$ cat config.mk
export PLATFORM = sky130hd
export DESIGN_NAME = div_unit
export DESIGN_NICKNAME = d
export VERILOG_FILES = /design/src/rtl/div_unit.sv
export SDC_FILE = /design/constraint.sdc
export NUM_CORES = 1
export LEC_CHECK = 0
export ABC_CLOCK_PERIOD_IN_PS = 7000
export BUFFER_PORTS_ARGS = -buffer_cell sky130_fd_sc_hd__buf_4
export CAP_MARGIN = 25
export CORE_ASPECT_RATIO = 1.4
export CORE_UTILIZATION = 45
export CTS_CLUSTER_DIAMETER = 50
export DETAILED_ROUTE_END_ITERATION = 10
export PLACE_DENSITY = 0.61
export SYNTH_ARGS = -nofsm -noshare
export SYNTH_HDL_FRONTEND = slang
export SYNTH_SLANG_ARGS = --single-unit
$ cat constraint.sdc
create_clock -name Clk -period 7 [get_ports Clk]
set_clock_uncertainty 0.2 [all_clocks]
set_input_delay 0.7 -clock Clk [delete_from_list [all_inputs] [get_ports Clk]]
set_output_delay 0.7 -clock Clk [all_outputs]
set_load 0.03 [all_outputs]
$ cat src/rtl/div_unit.sv
// Multicycle signed divider (DIV) for the multicycle MIPS core.
// Restoring division on operand magnitudes, one quotient bit per clock,
// followed by a single sign-fix cycle. Hi = remainder, Lo = quotient.
//
// Handshake: the control unit pulses Start while the divider is idle. The
// divider answers with exactly one single-cycle pulse: Stop when Hi/Lo hold a
// fresh result, or DivZero when B was zero (Hi/Lo untouched). Start is only
// sampled in IDLE, and the Stop cycle is already IDLE, so back-to-back issue is
// allowed. Busy is high from the cycle after Start until Stop rises.
module div_unit #(
  parameter int WIDTH = 32
) (
  input  logic             Clk,
  input  logic             Reset,
  input  logic             Start,
  input  logic [WIDTH-1:0] A,
  input  logic [WIDTH-1:0] B,
  output logic [WIDTH-1:0] Hi,
  output logic [WIDTH-1:0] Lo,
  output logic             Stop,
  output logic             DivZero,
  output logic             Busy
);

  localparam int CW = (WIDTH > 1) ? $clog2(WIDTH) : 1;
  localparam logic [WIDTH-1:0] One = {{(WIDTH-1){1'b0}}, 1'b1};
  localparam logic [CW-1:0] LastCount = CW'(WIDTH - 1);

  typedef enum logic [1:0] {
    IDLE = 2'd0,
    RUN  = 2'd1,
    FIX  = 2'd2,
    DONE = 2'd3
  } state_t;

  // Held in a named enum register so checkers can bind to it hierarchically.
  state_t state;

  // Dividend shifts out MSB-first; quotient bits shift in at the LSB, so after
  // WIDTH steps this register holds the unsigned quotient.
  logic [WIDTH-1:0] dividend;
  logic [WIDTH-1:0] divisorMag;
  logic [WIDTH:0]   rem;
  logic             signQ;
  logic             signR;
  logic [CW-1:0]    count;

  logic [WIDTH-1:0] absA;
  logic [WIDTH-1:0] absB;
  logic [WIDTH:0]   remShift;
  logic [WIDTH:0]   remSub;
  logic             remGe;
  logic [WIDTH-1:0] quotFixed;
  logic [WIDTH-1:0] remFixed;

  // Operand magnitudes, one restoring step, and final sign correction.
  // The most negative value maps to itself and is read as unsigned 2^(WIDTH-1).
  always_comb begin
    absA      = A[WIDTH-1] ? (~A + One) : A;
    absB      = B[WIDTH-1] ? (~B + One) : B;
    remShift  = {rem[WIDTH-1:0], dividend[WIDTH-1]};
    remGe     = (remShift >= {1'b0, divisorMag});
    remSub    = remShift - {1'b0, divisorMag};
    quotFixed = signQ ? (~dividend + One) : dividend;
    remFixed  = signR ? (~rem[WIDTH-1:0] + One) : rem[WIDTH-1:0];
  end

  // Control FSM plus datapath registers; all outputs are registered here.
  always_ff @(posedge Clk or posedge Reset) begin
    if (Reset) begin
      state      <= IDLE;
      dividend   <= '0;
      divisorMag <= '0;
      rem        <= '0;
      signQ      <= 1'b0;
      signR      <= 1'b0;
      count      <= '0;
      Hi         <= '0;
      Lo         <= '0;
      Stop       <= 1'b0;
      DivZero    <= 1'b0;
      Busy       <= 1'b0;
    end else begin
      Stop    <= 1'b0;
      DivZero <= 1'b0;
      case (state)
        IDLE: begin
          if (Start) begin
            if (B == '0) begin
              DivZero <= 1'b1;
            end else begin
              dividend   <= absA;
              divisorMag <= absB;
              signQ      <= A[WIDTH-1] ^ B[WIDTH-1];
              signR      <= A[WIDTH-1];
              rem        <= '0;
              count      <= '0;
              Busy       <= 1'b1;
              state      <= RUN;
            end
          end
        end
        RUN: begin
          if (remGe) begin
            rem      <= remSub;
            dividend <= {dividend[WIDTH-2:0], 1'b1};
          end else begin
            rem      <= remShift;
            dividend <= {dividend[WIDTH-2:0], 1'b0};
          end
          count <= count + 1'b1;
          if (count == LastCount) begin
            state <= FIX;
          end
        end
        FIX: begin
          // Quotient truncates toward zero; remainder takes the dividend's sign.
          Lo    <= quotFixed;
          Hi    <= remFixed;
          state <= DONE;
        end
        DONE: begin
          Stop  <= 1'b1;
          Busy  <= 1'b0;
          state <= IDLE;
        end
        default: begin
          state <= IDLE;
        end
      endcase
    end
  end

endmodule
==> metrics.yaml <==
worst_setup_path:
  cp-start-kind: "flop"
  cp_max_fo: 4
  endpoint_kind: "flop"
  cp_data_required_time_ns: 7.14
  cp_data_arrival_time_ns: 4.19
  criticalPathCategory: "flop to flop"
power_and_ir_drop:
  pwr-share-comb: 0.523
  vdd_ir_drop_max_uv: 235
  seqPwrFrac: 0.295
  power.density_nw_per_um2: 442
  clock_power_share: 0.182
  p_switching_uw: 2600
  switching_share: 0.448
  intPower_uw: 3210
  power_leakage_uw: 0.00615
detailed_routing:
  wirelength_mm: 28.0
  drt_iter0_markers: 665
  via_count: 9532
  dr.pass1.iters: 5
  avgViaCountPerCell: 5.50
  wl_per_cell_um: 16.1
  drcViolationCount: 0
  ant_nets: 0
sta:
  max_freq_mhz: 247
  finalWorstSetupSlack_ns: 2.94
  fin_crit_ns: 4.06
  finalCritPeriodShare: 0.579
  final_max_slew_viol_count: 0
  setup-tns-final_ns: 0
  tightest_slew_ns: 1.01
  relSlewSlack: 0.319
  rsz0062_at_grt: "false"
  finalSetupViolations: 0
  hold_viol_final: 0
synth:
  yosys_warnings: 0
  synthFlopType: "dfrtp_1"
  synth.net_count: 1423
  ys_seq_elements: 172
  ys_async_sr_fraction: 1.00
  synth_top_area_cell: "dfrtp_1"
  syn_area_um2: 11200
  avgSynthCellArea_um2: 8.51
  yosysUniqueCellTypes: 62
  synth_area_leaders: "dfrtp_1 39%, xor2_1 8.4%, a21oi_1 6.3%"
  synth_top_area_share: 0.386
  synth-edff-count: 0
  yosysMostFrequentCell: "dfrtp_1"
  synthTopCellsByCount: "172 x dfrtp_1, 141 x a21oi_1, 139 x nand2_1"
  synth_cells: 1312
  ys_seq_area_frac: 0.386
min_path:
  hold_path.class: "input pin to async pin"
global_route:
  grt_first_pass_wirelength_mm: 46.3
  grt_usage: 0.227
  grt_overflow: 0
  first_global_vias: 9238
  grt_max_degree: 94
  antenna_found_initial: 0
final_layout:
  regArea_um2: 4300
  final_util: 0.545
  nets: 1522
  fill_cells: 2297
  drive_gt1_frac: 0.146
  multi_input_area_um2: 6440
  num_antenna_cells: 0
  area_growth_pct: 17.8
floorplanning:
  fp.dieH_um: 188
  row_count: 67
  core-area_um2: 24100
  num_io_pins: 134
  die-area_um2: 25400
  initial_core_util: 0.462
  die_x_um: 135
cts:
  numCtsBuffers: 17
  path_clk_slew_ns: 0.07
  clock-sinks: 172
  postCtsSetupBuffers: 0
  cts_tree: "done"
  clock_latency_ns: 0.44
  htreeDepth: 4
  cts_resized: 0
  hold_buffers: 0
  ctsRootBufferMaster: "clkbuf_16"
  clk_path_buf_depth: 2
run_status:
  outcome: "finished clean"
placed_design:
  dpl_worst_slack_ns: 2.41
  port_buffers: 133
  dpl.hpwl_mm: 20.7
  globalplace.congestion: 0.887
run:
  drv_cap: 0
[cells in the final DEF, fill, tap and decap left out, types with 25 or more instances in the layout]
master	netlist	final
xor2_1	107	107
nand2_1	139	139
buf_4	0	143
xnor2_1	38	38
dfrtp_1	172	172
o31ai_1	40	40
ha_1	43	41
nor2_1	137	137
inv_1	56	55
o21ai_0	124	124
mux2i_1	25	25
a21oi_1	141	141
[registers in the layout, indices dropped and copies added (netlist names)]
| name | flops |
|---|---|
| signQ | 1 |
| count | 5 |
| divisorMag | 32 |
| Stop | 1 |
| dividend | 32 |
| rem | 32 |
| state | 2 |
| Hi | 32 |
| DivZero | 1 |
| signR | 1 |
| Lo | 32 |
| Busy | 1 |
[worst max-delay path: stages, from the launching register on]
cell and delay, ns:
dfrtp_1 0.41, inv_1 0.14, ha_1 0.21, inv_1 0.07
fa_1 0.41, a21o_1 0.19, a221oi_1 0.66, o21ai_1 0.32
a21oi_1 0.37, o21ai_1 0.18, a311oi_1 0.37, xnor2_1 0.17
mux2i_1 0.09, o21ai_0 0.16
[area by class of cell]
cell class / count / share of cell area
inverter: 56 / 0.0164
multi-input combinational: 1018 / 0.490
sequential: 172 / 0.327
tap: 310 / 0.0295
timing repair buffer: 146 / 0.0873
clock buffer: 20 / 0.0355
clock inverter: 10 / 0.0143
[cell families after synthesis]
group,count (synthesis),synth area share
AOI/OAI and AO/OA,390,0.208
xor gates and xnor gates,145,0.114
DFF,172,0.386
and+or+nand+nor,402,0.166
adders and majority gates,44,0.0500
muxes,37,0.0349
buffers and inverters,122,0.0413
[worst paths after layout]
check | start | endpoint | slack [ns] | cells past startpoint
max | dividend[31]$_DFFE_PP0P_ | rem[28]$_DFFE_PP0P_ | 2.94 | 13
min | Reset | Lo[22]$_DFFE_PP0P_ | 0.24 | 2
max in group asynchronous | Reset | rem[25]$_DFFE_PP0P_ | 5.15 | 4
min reg2reg | count[3]$_DFFE_PP0P_ | count[3]$_DFFE_PP0P_ | 0.27 | 1
max reg2reg | dividend[31]$_DFFE_PP0P_ | rem[28]$_DFFE_PP0P_ | 2.94 | 13
min in group Clk | count[3]$_DFFE_PP0P_ | count[3]$_DFFE_PP0P_ | 0.27 | 1
[power groups by stage]
stage	registers (µW)	clock network, µW	logic, µW
2_1_floorplan	1990	0	1880
3_3_place_gp	1750	0	2950
3_5_place_dp	1760	0	2990
4_1_cts	1740	1080	3010
5_1_grt	1770	1120	3400
6_report	1720	1060	3040
[metal layers]
metal  vias to the layer above  part of all wire  GRT usage
met2                       210              0.50      0.386
met4                         0             0.027     0.0869
met5                         -                 0          0
met1                      4457              0.44      0.290
li1                       4827                 -          -
met3                        38             0.035     0.0304
[metrics by stage]
stage,hold WS [ns],instance area [µm²],std cells,total power [µW]
floorplan,0.238,11200,1312,3880
global route,0.305,13200,1732,6290
global placement,0.261,12400,1699,4700
finish,0.236,13200,1732,5810
detailed placement,0.267,12400,1699,4750
CTS,0.264,13100,1729,5830
No activity file was read; power rests on OpenSTA's default activity.
